--- src/rtl/tinyrv_pkg.sv ---
// Shared types and constants for the tinyrv instruction fetch unit.
package tinyrv_pkg;

  localparam int XLEN = 32;
  localparam logic [XLEN-1:0] NOP_ENC = 32'h0000_0013;  // addi x0,x0,0

  typedef enum logic [2:0] {
    IDLE  = 3'd0,
    FETCH = 3'd1,
    WAIT  = 3'd2,
    HOLD  = 3'd3,
    FAULT = 3'd4
  } fetch_state_t;

endpackage

--- src/rtl/tinyrv_fetch.sv ---
// Single-outstanding instruction fetch: request, await response, hold for the core.
module tinyrv_fetch
  import tinyrv_pkg::*;
#(
  parameter logic [XLEN-1:0] RESET_PC = 32'h0000_0000,
  parameter logic [XLEN-1:0] NOP_INST = NOP_ENC
) (
  input  logic            clk,
  input  logic            rst,
  output logic            mem_req,
  output logic [XLEN-1:0] mem_addr,
  input  logic            mem_gnt,
  input  logic            mem_rvalid,
  input  logic [XLEN-1:0] mem_rdata,
  input  logic            mem_err,
  output logic [XLEN-1:0] inst,
  output logic [XLEN-1:0] pc,
  output logic            inst_valid,
  input  logic [XLEN-1:0] pc_next,
  input  logic            advance,
  output logic            fault
);

  fetch_state_t    state, state_d;
  logic [XLEN-1:0] fetch_pc, fetch_pc_d;
  logic [XLEN-1:0] inst_d, pc_d;
  logic            valid_d;

  always_ff @(posedge clk or posedge rst) begin
    if (rst) begin
      state      <= IDLE;
      fetch_pc   <= RESET_PC;
      pc         <= RESET_PC;
      inst       <= NOP_INST;
      inst_valid <= 1'b0;
    end else begin
      state      <= state_d;
      fetch_pc   <= fetch_pc_d;
      pc         <= pc_d;
      inst       <= inst_d;
      inst_valid <= valid_d;
    end
  end

  always_comb begin
    state_d    = state;
    fetch_pc_d = fetch_pc;
    pc_d       = pc;
    inst_d     = inst;
    valid_d    = inst_valid;
    case (state)
      IDLE:  state_d = FETCH;
      FETCH: if (mem_gnt) state_d = WAIT;
      WAIT: begin
        // error wins over data when both arrive together
        if (mem_rvalid) begin
          if (mem_err) begin
            state_d = FAULT;
            inst_d  = NOP_INST;
            valid_d = 1'b0;
          end else begin
            state_d = HOLD;
            inst_d  = mem_rdata;
            pc_d    = fetch_pc;
            valid_d = 1'b1;
          end
        end
      end
      HOLD: begin
        if (advance) begin
          inst_d  = NOP_INST;
          valid_d = 1'b0;
          if (pc_next[1:0] != 2'b00) begin
            state_d = FAULT;
          end else begin
            state_d    = FETCH;
            fetch_pc_d = pc_next;
          end
        end
      end
      FAULT: begin
        inst_d  = NOP_INST;
        valid_d = 1'b0;
      end
      default: state_d = IDLE;
    endcase
  end

  assign mem_req  = (state == FETCH);
  assign mem_addr = fetch_pc;
  assign fault    = (state == FAULT);

endmodule

--- config.mk ---
export PLATFORM = sky130hd
export DESIGN_NAME = tinyrv_fetch
export DESIGN_NICKNAME = d
export VERILOG_FILES = /design/src/rtl/tinyrv_pkg.sv /design/src/rtl/tinyrv_fetch.sv
export SDC_FILE = /design/constraint.sdc
export NUM_CORES = 1
export LEC_CHECK = 0
export CAP_MARGIN = 20
export CORE_ASPECT_RATIO = 0.75
export CORE_MARGIN = 1
export CORE_UTILIZATION = 38
export CTS_CLUSTER_SIZE = 16
export DETAILED_ROUTE_END_ITERATION = 12
export HOLD_SLACK_MARGIN = 0.12
export PLACE_DENSITY = 0.73
export SLEW_MARGIN = 10
export SYNTH_ARGS = -nofsm -noshare
export SYNTH_HDL_FRONTEND = slang
export SYNTH_SLANG_ARGS = --single-unit
--- constraint.sdc ---
create_clock -name clk -period 3.19 [get_ports clk]
set_clock_uncertainty 0.15 [all_clocks]
set_input_delay 0.638 -clock clk [delete_from_list [all_inputs] [get_ports clk]]
set_output_delay 0.638 -clock clk [all_outputs]
set_load 0.03 [all_outputs]
==> run metrics <==
commonest non-fill, non-tap cell in the layout=clkdlybuf4s50_1; DRC=0; Slew headroom=0.638; P per Cell Area=1100 mW/mm2; antenna diode count=0; Worst R2R Path Depth=4; Max Cap Viol=0; via count=2638; Hold Path Sink=inst[1]; IO buf count=168; Die ar.=0.0106 mm2; Synth Area in Adders=0; CP Class=flip-flop to output port; Syn Area/Cell=16.0 um2; Post-Synth Simple-Gate Area=0.0382; Crit Path Max Fanout=12; count of different cell masters after synthesis=27; CTS tree=yes; Slew Limit Fails=0; H-tree depth=3; critical path required time=2.40 ns; Yosys reg bits=100; final WL=8880 um; FF-to-FF setup slack=1.09 ns; vias in the first global route=2701; Placement Cell Area=0.00565 mm2; WL/cell=16.2 um; synthesized cell area=0.00386 mm2; largest family of logic cells by synthesized area=multiplexers; fill count=790; Least-Margin Pin Slew=0.543 ns; setup TNS=0 ns; Clock Path Buffers=2; clock latency on the worst-skew pair=0.33 ns; remaining antenna violation count=0; total track usage=0.176; layout cell share with drive strength beyond 1=0.217; CP max-delay cell=clkdlybuf4s50_1; Hold Crit Start=inst[1]; Seq/Total Area, Yosys=0.649; crit path DAT=1.95 ns; initial antenna violation count=0; total CTS buffers=9; first-pass GRT wire length=14200 um; Leakage=2.67 nW; multiplexer share of the synthesized area=0.188; CTS root buffer=clkbuf_16; Hold Crit Depth=2; synthesis-to-layout area growth=55.0%; Net Count, Synth=312; gr ovfl total=0; Syn. warnings=0; reg2reg end=inst[26]; Compound-Gate Fraction of Synth Area=0.0894; 1st-iter DRT viols=80; dpl hpwl=6080 um; min Tclk post-route=2.73 ns; Crit. End Element=output port; Worst path max stage delay=0.75 ns; CTS Sinks=100; status=finished clean; critical-path cell list=nor3b_2, clkdlybuf4s50_1; vias per cell=4.82; Setup violations, final=0; Synth Area in XOR/XNOR=0; fin nets=480; Synth Instances=242; GPL Wtd Cong=0.739; number of top-level pins=169; first-pass iteration count of the detailed router=4; worst vdd ir=0.560 mV; Starting Density=0.395; startpoint types=flip-flop; Die X=118 um; core box area=0.00977 mm2; Final Hold Fails=0; Tcrit/Tclk final=0.857; Design Area, Final=0.00599 mm2; Post-Route Utilization=0.613; CTS Hold Bufs=0; Clock transition at path regs=0.07 ns; Pwr Total=0.00658 W; Fmax=366 MHz; CTS resizes=0; largest net degree at the start of global routing=101; Setup Buffers After CTS=0; die height=89.3 um; most frequent cells in the layout=168 x clkdlybuf4s50_1, 97 x dfrtp_1, 55 x mux2_2; RSZ-0062 raised after global routing=false; num rows=31; worst min-delay path class=flip-flop to flip-flop; Crit Reg-Reg Startpoint=state[1]
==> worst max-delay path: cells and delay by family, from the launching register on <==
kind	cells	cell delay, ns
buffers and inverters	1	0.75
DFF	1	0.51
and+or+nand+nor	1	0.35
==> layout make-up <==
type,count,area [um2],share of cell area
multi-input combinational,122,1220,0.203
timing repair buffer,172,1740,0.290
clock inverter,6,113,0.0188
sequential,100,2510,0.418
clock buffer,10,229,0.0382
tap,132,165,0.0276
inverter,5,22.5,0.00376
==> sequential cells by signal, summed over array words and instances (netlist names) <==
register / flops
inst: 32
inst_valid: 1
state: 3
mem_addr: 32
pc: 32
==> cell families (layout without fill, tap and decap cells) <==
group                  Yosys count  count (layout)
AO/OA/AOI/OAI                   42              42
buffers and inverters           20             193
flip-flops                     100             100
multiplexers                    62              62
AND/OR/NAND/NOR                 18              18
==> metal layers <==
layer / track usage / up-vias / part of all wire
met2: 0.284 / 101 / 0.47
met4: 0.0518 / 0 / 0.0080
met1: 0.225 / 1315 / 0.45
met3: 0.0663 / 8 / 0.074
li1: - / 1214 / -
met5: 0 / - / 0
==> where the power goes <==
part	internal (W)	leakage [nW]	switching, W
Clock	0.000768	0.167	0.000453
Combinational	0.00149	1.21	0.00167
Sequential	0.00183	1.29	0.000377
Total	0.00408	2.67	0.00250
==> synth_stat cells, drive strengths merged <==
cell,n,area [um2]
nor3b,3,27.5
inv,5,18.8
nand3b,1,7.51
and2,2,12.5
and4b,1,10.0
mux2,62,724
dfstp,3,78.8
a21o,1,7.51
dfrtp,97,2430
nor3,1,16.3
a211oi,2,15.0
a2bb2oi,4,35.0
nand2,3,11.3
a22o,29,254
o21bai,1,7.51
a21oi,4,20.0
nor2b,3,18.8
nand2b,1,13.8
o22ai,1,6.26
and4bb,1,16.3
and2b,1,10.0
nor2,1,3.75
buf,15,121
==> stage by stage <==
stage	hold slack, ns	setup WS, ns	instances
after floorplan	0.337	1.12	242
after global placement	0.301	0.608	531
after detailed placement	0.305	0.524	531
after CTS	0.316	0.451	547
after global routing	0.331	0.360	547
final	0.314	0.456	547
==> worst max-delay path by stage <==
stage | startpoint | to | slack (ns) | cells after the start
3_5_place_dp | mem_rvalid | inst[8] | 0.52 | 5
5_1_grt | state[1] | fault | 0.36 | 2
6_report | state[1] | fault | 0.46 | 2
4_1_cts | state[1] | fault | 0.45 | 2
3_3_place_gp | mem_rvalid | inst[20] | 0.61 | 5
2_1_floorplan | state[1] | mem_req | 1.12 | 2
Note: power is estimated with default switching activity, not from simulation.
